<file path="src/rtl/mpu_bus_adapter_if.sv">
// Signal bundle between an 8-bit multiplexed-bus MCU and the 16-bit core access port.
// The adapter takes the slave view; the MCU/core side takes the master view.
interface mpu_bus_adapter_if;
   logic        ext_ale;
   logic        ext_rd_n;
   logic        ext_wr_n;
   logic [7:0]  ext_ad_in;
   logic [7:0]  ext_addr_hi;
   logic [7:0]  ext_data_out;
   logic        ext_data_oe;
   logic        mpu_en;
   logic        mpu_rd;
   logic        mpu_wr;
   logic [1:0]  mpu_be;
   logic [15:0] mpu_addr;
   logic [15:0] mpu_data_out;
   logic [15:0] mpu_data_in;
   logic        bus_err;

   modport slave (
      input  ext_ale, ext_rd_n, ext_wr_n, ext_ad_in, ext_addr_hi, mpu_data_in,
      output ext_data_out, ext_data_oe, mpu_en, mpu_rd, mpu_wr, mpu_be, mpu_addr,
             mpu_data_out, bus_err
   );

   modport master (
      output ext_ale, ext_rd_n, ext_wr_n, ext_ad_in, ext_addr_hi, mpu_data_in,
      input  ext_data_out, ext_data_oe, mpu_en, mpu_rd, mpu_wr, mpu_be, mpu_addr,
             mpu_data_out, bus_err
   );
endinterface

</file>
<file path="src/rtl/mpu_bus_adapter.sv">
// Bridges an asynchronous 8-bit multiplexed MCU bus onto a synchronous 16-bit core port:
// synchronises the MCU pins, latches the address and runs one core access per strobe.
module mpu_bus_adapter #(
   parameter int SYNC_STAGES = 2,
   parameter int RD_LATENCY  = 1
) (
   input  logic             clk,
   input  logic             reset,
   mpu_bus_adapter_if.slave bus
);
   localparam int               CNT_W    = (RD_LATENCY > 1) ? $clog2(RD_LATENCY) : 1;
   localparam logic [CNT_W-1:0] CNT_LAST = CNT_W'(RD_LATENCY - 1);

   typedef enum logic [2:0] {
      IDLE       = 3'd0,
      RD_ISSUE   = 3'd1,
      RD_CAPTURE = 3'd2,
      RD_HOLD    = 3'd3,
      WR_SETTLE  = 3'd4,
      WR_ISSUE   = 3'd5,
      WR_DONE    = 3'd6
   } state_t;

   logic [SYNC_STAGES-1:0] ale_sync_q;
   logic [SYNC_STAGES-1:0] rd_sync_q;
   logic [SYNC_STAGES-1:0] wr_sync_q;
   logic [7:0]             ad_sync_q [SYNC_STAGES];
   logic [7:0]             hi_sync_q [SYNC_STAGES];

   logic       ale_s;
   logic       rd_s;
   logic       wr_s;
   logic [7:0] ad_s;
   logic [7:0] addr_hi_s;

   state_t           state_q,    state_d;
   logic [CNT_W-1:0] cnt_q,      cnt_d;
   logic [15:0]      addr_q,     addr_d;
   logic [15:0]      mpu_addr_q, mpu_addr_d;
   logic [1:0]       mpu_be_q,   mpu_be_d;
   logic [15:0]      wdata_q,    wdata_d;
   logic [7:0]       rdata_q,    rdata_d;
   logic             oe_q,       oe_d;
   logic             en_q,       en_d;
   logic             rd_q,       rd_d;
   logic             wr_q,       wr_d;
   logic             err_q,      err_d;
   logic             in_rd_state_s;
   logic             in_wr_state_s;

   // Equal-depth pipelines keep strobes, ALE and address/data bytes mutually aligned.
   always_ff @(posedge clk) begin
      if (reset) begin
         ale_sync_q <= '0;
         rd_sync_q  <= '1;
         wr_sync_q  <= '1;
         for (int i = 0; i < SYNC_STAGES; i++) begin
            ad_sync_q[i] <= 8'h00;
            hi_sync_q[i] <= 8'h00;
         end
      end else begin
         ale_sync_q   <= {ale_sync_q[SYNC_STAGES-2:0], bus.ext_ale};
         rd_sync_q    <= {rd_sync_q[SYNC_STAGES-2:0], bus.ext_rd_n};
         wr_sync_q    <= {wr_sync_q[SYNC_STAGES-2:0], bus.ext_wr_n};
         ad_sync_q[0] <= bus.ext_ad_in;
         hi_sync_q[0] <= bus.ext_addr_hi;
         for (int i = 1; i < SYNC_STAGES; i++) begin
            ad_sync_q[i] <= ad_sync_q[i-1];
            hi_sync_q[i] <= hi_sync_q[i-1];
         end
      end
   end

   assign ale_s     = ale_sync_q[SYNC_STAGES-1];
   assign rd_s      = rd_sync_q[SYNC_STAGES-1];
   assign wr_s      = wr_sync_q[SYNC_STAGES-1];
   assign ad_s      = ad_sync_q[SYNC_STAGES-1];
   assign addr_hi_s = hi_sync_q[SYNC_STAGES-1];

   always_comb begin
      addr_d = addr_q;
      if (ale_s) begin
         addr_d = {addr_hi_s, ad_s};
      end else begin
         addr_d = addr_q;
      end
   end

   always_comb begin
      in_rd_state_s = (state_q == RD_ISSUE) || (state_q == RD_CAPTURE) || (state_q == RD_HOLD);
      in_wr_state_s = (state_q == WR_SETTLE) || (state_q == WR_ISSUE) || (state_q == WR_DONE);
      err_d         = err_q;
      if ((state_q == IDLE) && !rd_s && !wr_s) begin
         err_d = 1'b1;
      end else if (in_rd_state_s && !wr_s) begin
         err_d = 1'b1;
      end else if (in_wr_state_s && !rd_s) begin
         err_d = 1'b1;
      end else begin
         err_d = err_q;
      end
   end

   // Address and byte lanes only follow the latch in IDLE, so they freeze for the whole access.
   always_comb begin
      state_d    = state_q;
      cnt_d      = cnt_q;
      mpu_addr_d = mpu_addr_q;
      mpu_be_d   = mpu_be_q;
      wdata_d    = wdata_q;
      rdata_d    = rdata_q;
      case (state_q)
         IDLE: begin
            mpu_addr_d = {1'b0, addr_q[15:1]};
            mpu_be_d   = addr_q[0] ? 2'b10 : 2'b01;
            cnt_d      = '0;
            if (!rd_s && !wr_s) begin
               state_d = IDLE;
            end else if (ale_s) begin
               state_d = IDLE;
            end else if (!rd_s) begin
               state_d = RD_ISSUE;
            end else if (!wr_s) begin
               state_d = WR_SETTLE;
            end else begin
               state_d = IDLE;
            end
         end
         RD_ISSUE: begin
            if (cnt_q == CNT_LAST) begin
               state_d = RD_CAPTURE;
            end else begin
               cnt_d = cnt_q + CNT_W'(1);
            end
         end
         RD_CAPTURE: begin
            rdata_d = mpu_be_q[1] ? bus.mpu_data_in[15:8] : bus.mpu_data_in[7:0];
            state_d = RD_HOLD;
         end
         RD_HOLD: begin
            if (rd_s) begin
               state_d = IDLE;
            end else begin
               state_d = RD_HOLD;
            end
         end
         WR_SETTLE: begin
            wdata_d = {ad_s, ad_s};
            state_d = WR_ISSUE;
         end
         WR_ISSUE: begin
            state_d = WR_DONE;
         end
         WR_DONE: begin
            if (wr_s) begin
               state_d = IDLE;
            end else begin
               state_d = WR_DONE;
            end
         end
         default: begin
            state_d = IDLE;
         end
      endcase
   end

   // Strobes and tristate enable are decoded from the next state so they register with it.
   always_comb begin
      rd_d = (state_d == RD_ISSUE);
      wr_d = (state_d == WR_ISSUE);
      en_d = rd_d || wr_d;
      oe_d = (state_d == RD_HOLD);
   end

   always_ff @(posedge clk) begin
      if (reset) begin
         state_q    <= IDLE;
         cnt_q      <= '0;
         addr_q     <= 16'h0000;
         mpu_addr_q <= 16'h0000;
         mpu_be_q   <= 2'b00;
         wdata_q    <= 16'h0000;
         rdata_q    <= 8'h00;
         oe_q       <= 1'b0;
         en_q       <= 1'b0;
         rd_q       <= 1'b0;
         wr_q       <= 1'b0;
         err_q      <= 1'b0;
      end else begin
         state_q    <= state_d;
         cnt_q      <= cnt_d;
         addr_q     <= addr_d;
         mpu_addr_q <= mpu_addr_d;
         mpu_be_q   <= mpu_be_d;
         wdata_q    <= wdata_d;
         rdata_q    <= rdata_d;
         oe_q       <= oe_d;
         en_q       <= en_d;
         rd_q       <= rd_d;
         wr_q       <= wr_d;
         err_q      <= err_d;
      end
   end

   assign bus.ext_data_out = rdata_q;
   assign bus.ext_data_oe  = oe_q;
   assign bus.mpu_en       = en_q;
   assign bus.mpu_rd       = rd_q;
   assign bus.mpu_wr       = wr_q;
   assign bus.mpu_be       = mpu_be_q;
   assign bus.mpu_addr     = mpu_addr_q;
   assign bus.mpu_data_out = wdata_q;
   assign bus.bus_err      = err_q;
endmodule

</file>
<file path="src/flat_wrapper.sv">
// flat-port wrapper written by rule: the top's interface ports become plain ports
module mpu_bus_adapter_flat 
#(
   parameter int SYNC_STAGES = 2,
   parameter int RD_LATENCY  = 1
)
  (clk, reset, bus_ext_ale, bus_ext_rd_n, bus_ext_wr_n, bus_ext_ad_in, bus_ext_addr_hi, bus_mpu_data_in, bus_ext_data_out, bus_ext_data_oe, bus_mpu_en, bus_mpu_rd, bus_mpu_wr, bus_mpu_be, bus_mpu_addr, bus_mpu_data_out, bus_bus_err);
  mpu_bus_adapter_if bus_i ();
  input  logic clk;
  input  logic reset;
  input wire logic [$bits(bus_i.ext_ale)-1:0] bus_ext_ale;
  input wire logic [$bits(bus_i.ext_rd_n)-1:0] bus_ext_rd_n;
  input wire logic [$bits(bus_i.ext_wr_n)-1:0] bus_ext_wr_n;
  input wire logic [$bits(bus_i.ext_ad_in)-1:0] bus_ext_ad_in;
  input wire logic [$bits(bus_i.ext_addr_hi)-1:0] bus_ext_addr_hi;
  input wire logic [$bits(bus_i.mpu_data_in)-1:0] bus_mpu_data_in;
  output wire logic [$bits(bus_i.ext_data_out)-1:0] bus_ext_data_out;
  output wire logic [$bits(bus_i.ext_data_oe)-1:0] bus_ext_data_oe;
  output wire logic [$bits(bus_i.mpu_en)-1:0] bus_mpu_en;
  output wire logic [$bits(bus_i.mpu_rd)-1:0] bus_mpu_rd;
  output wire logic [$bits(bus_i.mpu_wr)-1:0] bus_mpu_wr;
  output wire logic [$bits(bus_i.mpu_be)-1:0] bus_mpu_be;
  output wire logic [$bits(bus_i.mpu_addr)-1:0] bus_mpu_addr;
  output wire logic [$bits(bus_i.mpu_data_out)-1:0] bus_mpu_data_out;
  output wire logic [$bits(bus_i.bus_err)-1:0] bus_bus_err;
  assign bus_i.ext_ale = bus_ext_ale;
  assign bus_i.ext_rd_n = bus_ext_rd_n;
  assign bus_i.ext_wr_n = bus_ext_wr_n;
  assign bus_i.ext_ad_in = bus_ext_ad_in;
  assign bus_i.ext_addr_hi = bus_ext_addr_hi;
  assign bus_i.mpu_data_in = bus_mpu_data_in;
  assign bus_ext_data_out = bus_i.ext_data_out;
  assign bus_ext_data_oe = bus_i.ext_data_oe;
  assign bus_mpu_en = bus_i.mpu_en;
  assign bus_mpu_rd = bus_i.mpu_rd;
  assign bus_mpu_wr = bus_i.mpu_wr;
  assign bus_mpu_be = bus_i.mpu_be;
  assign bus_mpu_addr = bus_i.mpu_addr;
  assign bus_mpu_data_out = bus_i.mpu_data_out;
  assign bus_bus_err = bus_i.bus_err;
  mpu_bus_adapter #(.SYNC_STAGES(SYNC_STAGES), .RD_LATENCY(RD_LATENCY)) u_core (.clk(clk), .reset(reset), .bus(bus_i));
endmodule
</file>
<file path="config.mk">
export PLATFORM = sky130hd
export DESIGN_NAME = mpu_bus_adapter_flat
export DESIGN_NICKNAME = d
export VERILOG_FILES = /design/src/rtl/mpu_bus_adapter_if.sv /design/src/rtl/mpu_bus_adapter.sv /design/src/flat_wrapper.sv
export SDC_FILE = /design/constraint.sdc
export NUM_CORES = 1
export LEC_CHECK = 0
export BUFFER_PORTS_ARGS = -buffer_cell sky130_fd_sc_hd__buf_4
export CAP_MARGIN = 10
export CORE_ASPECT_RATIO = 1.5
export CORE_UTILIZATION = 30
export CTS_CLUSTER_SIZE = 24
export DETAILED_ROUTE_END_ITERATION = 8
export MAX_ROUTING_LAYER = met4
export PLACE_DENSITY = 0.5
export SLEW_MARGIN = 40
export SYNTH_ARGS = -nofsm -noshare
export SYNTH_HDL_FRONTEND = slang
export SYNTH_SLANG_ARGS = --single-unit
</file>
<file path="constraint.sdc">
create_clock -name clk -period 2.5 [get_ports clk]
set_input_delay 0.625 -clock clk [delete_from_list [all_inputs] [get_ports clk]]
set_output_delay 0.625 -clock clk [all_outputs]
set_load 0.01 [all_outputs]
</file>
Word-level counts from Yosys, hierarchy flattened
Memory sizes are Yosys's and may differ from the RTL's. A register that Yosys moved wholly into a read port is not among the register bits.
Cells that the tools add are included.
- flip-flop bits (word level): 72
- memory bits (writable): 32
- input bits: 37
- output and inout port bits: 47
- word-level logic and storage cells: 68
- memories kept: 2
- memory list (name ; depth ; width ; rd ports ; clocked after memory_dff ; write ports ; line ; RTL):
    u_core.ad_sync_q ; 2 ; 8 ; 2 ; 0 ; 2 ; mpu_bus_adapter.sv:27 ; logic [7:0] ad_sync_q [SYNC_STAGES];
    u_core.hi_sync_q ; 2 ; 8 ; 2 ; 1 ; 2 ; mpu_bus_adapter.sv:28 ; logic [7:0] hi_sync_q [SYNC_STAGES];
- $add $sub $neg: 1
- equality and inequality tests: 9
- muxes and demuxes: 22
- bitwise operators: 4
- reductions and logical operators: 15
- operator list (cell ; number):
    two-way mux 8 bit ; 5
    one-hot mux 3 bit (7 select lines) ; 1
    two-way mux 3 bit ; 6
    equality test 3 bit (second input constant) ; 4
    equality test 3 x 2 -> 1 bit (second input constant) ; 3
    two-way mux 1 bit ; 7
    equality test 3 x 1 -> 1 bit (second input constant) ; 2
    logical AND 1 bit ; 5
    logical OR 1 bit ; 5
    two-way mux 2 bit ; 2
    OR 1 bit ; 4
    logical NOT 3 bit ; 1
    nonzero test 3 bit ; 1
    logical NOT 1 bit ; 2
    one-hot mux 1 bit (2 select lines) ; 1
    nonzero test 2 bit ; 1
    adder 1 bit (second input constant) ; 1

Longest topological paths before layout
- depth after elaboration: 7
- gate-level depth with buffers: 5
- mapped depth without buffers: 3

Least setup slack after synthesis
Ideal clock, no wire load.
- path type: input-to-reg
- start: input reset
- end: register u_core.addr_q[0]
- library setup time: 0.128 ns
- arrival time: 1.397 ns
- required time: 2.372 ns
- slack: 0.976 ns
- cell stages on the path: 4
- buffers on the path: 3
- path through: buf_2 clkbuf_1 buf_1 nor2_1
- RTL lines (what ; line ; RTL):
    start: declaration ; flat_wrapper.sv:10 ; input logic reset;
    end signal: assignment ; mpu_bus_adapter.sv:192 ; addr_q <= addr_d;
    end: declaration ; mpu_bus_adapter.sv:38 ; logic [15:0] addr_q, addr_d;
No word-level cell between the ends.

Final worst setup path
- start: register u_core.mpu_be_q[1], in the netlist u_core.bus.mpu_be[1]
- end: output bus_mpu_be[1]
- RTL lines (what ; line ; RTL):
    start: declaration ; mpu_bus_adapter.sv:40 ; logic [1:0] mpu_be_q, mpu_be_d;
    start signal: assignment ; mpu_bus_adapter.sv:194 ; mpu_be_q <= mpu_be_d;
    end: declaration ; flat_wrapper.sv:22 ; output wire logic [$bits(bus_i.mpu_be)-1:0] bus_mpu_be;
No word-level cell between the ends.

==> reports/metrics.cfg <==
[clock_tree]
cts_buffer_depth=2
clk_pin_slew_worst_paths_ns=0.07
clock_latency_ns=0.34
cts_setup_buffers=0
cts.repair.resized=0
cts_tree=built
cts_htree_levels=3
root_buffer=clkbuf_16
cts.sinks=95
cts-buffers-inserted=9
ctsHoldBuffers=0

[route]
drt_first_pass_iters=4
drc=0
wl_per_cell_um=11.66
antenna_left=0
drt-initial-drc-count=103
vias=2263
routed_wl_um=6236
vias_per_cell=4.230

[synth]
synth_top_area_share_pct=57.99
synth_commonest_cells=dfxtp_1, nor2_1, nor2b_1, nand2_1, mux2i_1
ys_warn_count=0
synth_area_leaders=dfxtp_1, mux2i_1, nor2b_1, nor2_1, nand2_1
yosys.cell_count.top_type=dfxtp_1
syn_inst=320
synth.yosys.seq_area_share_pct=57.99
yosysTopAreaCell=dfxtp_1
ys.flop_type=dfxtp_1
synth-edff-count=0
synth_area_sq_mm=0.003279
synth_cell_type_count=36
mappedNetlistNets=357
async_reset_ff_share_pct=0
syn_avg_cell_area_sq_um=10.25
synth-seq-cells=95

[critical_path]
slowest_delay_ns=0.64
cp_slowest_cell=dfxtp_1
critPathMaxFanout=10
start_kind=flip-flop
critPathTopFamily=flip-flops
cp.arrival_ns=1.19
worstSetupPathType=reg -> out
cp.required_ns=1.88
endpoint_kind=output port
critPathBufInv=1
path_cells=buf_4

[outcome]
status=complete, no violations

[min_path]
min_path_type=reg -> reg

[floorplan]
row_count=46
start_util_pct=30.97
placeableCoreArea_sq_mm=0.01059
die_h_um=130.1
die_w_um=87.37
top_level_ports=84
die-area_sq_mm=0.01136

[final_layout]
fin_util_pct=40.12
area_growth_pct=29.57
final_cells=535
final_area_sq_mm=0.004249
diodes=0
layout-drive-gt1-share_pct=28.13
nNetsFinal=423

[timing]
slew-limit-headroom_pct=51.08
setup_ws_ns=0.6818
holdWs_ns=0.4097
fin_setup_tns_ns=0
hold_violations=0
report.final.slew_viol_count=0
worst_pin_slew_ns=0.7314
fmax_ghz=0.5500
period_minus_slack_ns=1.818
period_share_pct=72.73
setup_viol=0
rsz0062_at_grt=false
skew_ns=0.004798

[power_and_ir_drop]
static-leakage-power_nw=1.699
pwr_density_cell_mw_per_mm2=788.6
finalPower_mw=3.351
ir_worst_vdd_mv=0.3706

[place]
place_hpwl_um=4230
place.gp.congestion=0.6927
postPlaceCellArea_sq_mm=0.003918
place_inst=519
dpl_worst_slack_ns=0.7065
io_buffers=82

[global_routing]
grt_max_degree=58
antenna_found_initial=0
grt_pass1_vias=1979
grt_pass1_wl_um=9749
overflow=0
grt_use_total_pct=11.75

[run]
max-cap-violations=0

==> per-layer routing <==
| metal | share of wire [%] | global-route usage (%) |
|---|---|---|
| met1 | 43 | 13.94 |
| met2 | 49 | 18.15 |
| met3 | 5.6 | 2.973 |
| met4 | 2.1 | 6.365 |
| met5 | 0 | - |
==> layout make-up <==
| cell class | instances | area (sq um) |
|---|---|---|
| Fill cell | 1117 | 6341 |
| Sequential cell | 95 | 1902 |
| Multi-Input combinational cell | 192 | 1186 |
| Timing Repair Buffer | 85 | 638.1 |
| Clock buffer | 10 | 239.0 |
| Tap cell | 144 | 180.2 |
| Clock inverter | 6 | 92.59 |
| Inverter | 3 | 11.26 |
==> placed cells by master, fill, tap and decap left out, types with 2 or more instances in the layout <==
cell	n
buf_4	85
o21ai_0	2
nand2_1	33
nor2b_1	34
nor2_1	35
or2_2	4
clkinvlp_4	2
dfxtp_1	95
clkbuf_16	9
a211oi_1	9
a21oi_1	20
inv_1	3
o21ai_1	2
mux2i_1	32
bufinv_16	2
==> power by group <==
part           switching, mW  internal, mW  leakage [nW]  total [mW]
sequential            0.0412          1.57         0.776        1.61
combinational          0.135         0.130         0.768       0.264
clock                  0.565         0.908         0.155        1.47
total                  0.740          2.61          1.70        3.35
==> cells by family after synthesis <==
logic type	count (synthesis)	synth area share (%)
simple gates	120	18.77
mux	32	9.767
flops	95	57.99
compound gates	39	7.364
buf+inv	33	5.990
other cells	1	0.1144
==> path summary, 6_finish.rpt <==
| kind | start | end | slack [ns] | cells past startpoint |
|---|---|---|---|---|
| hold / removal | u_core.wr_sync_q[0] | u_core.wr_sync_q[1] | 0.41 | 1 |
| setup / recovery | u_core.bus.mpu_be[1] | bus_mpu_be[1] | 0.68 | 1 |
| setup reg to reg | u_core.state_q[1] | u_core.bus.ext_data_out[6] | 0.90 | 3 |
| hold reg to reg | u_core.wr_sync_q[0] | u_core.wr_sync_q[1] | 0.41 | 1 |
==> sequential cells by signal, summed over array words and instances (netlist names) <==
register,count
u_core.rd_sync_q,2
u_core.bus.mpu_wr,1
u_core.bus.mpu_rd,1
u_core.state_q,3
u_core.bus.mpu_addr,15
u_core.addr_q,16
u_core.bus.mpu_be,2
u_core.bus.bus_err,1
u_core.ale_sync_q,2
u_core.bus.mpu_en,1
u_core.wr_sync_q,2
u_core.ad_sync_q,16
u_core.hi_sync_q,16
u_core.bus.ext_data_oe,1
u_core.bus.ext_data_out,8
u_core.bus.mpu_data_out,8
No activity file was read; power rests on OpenSTA's default activity.
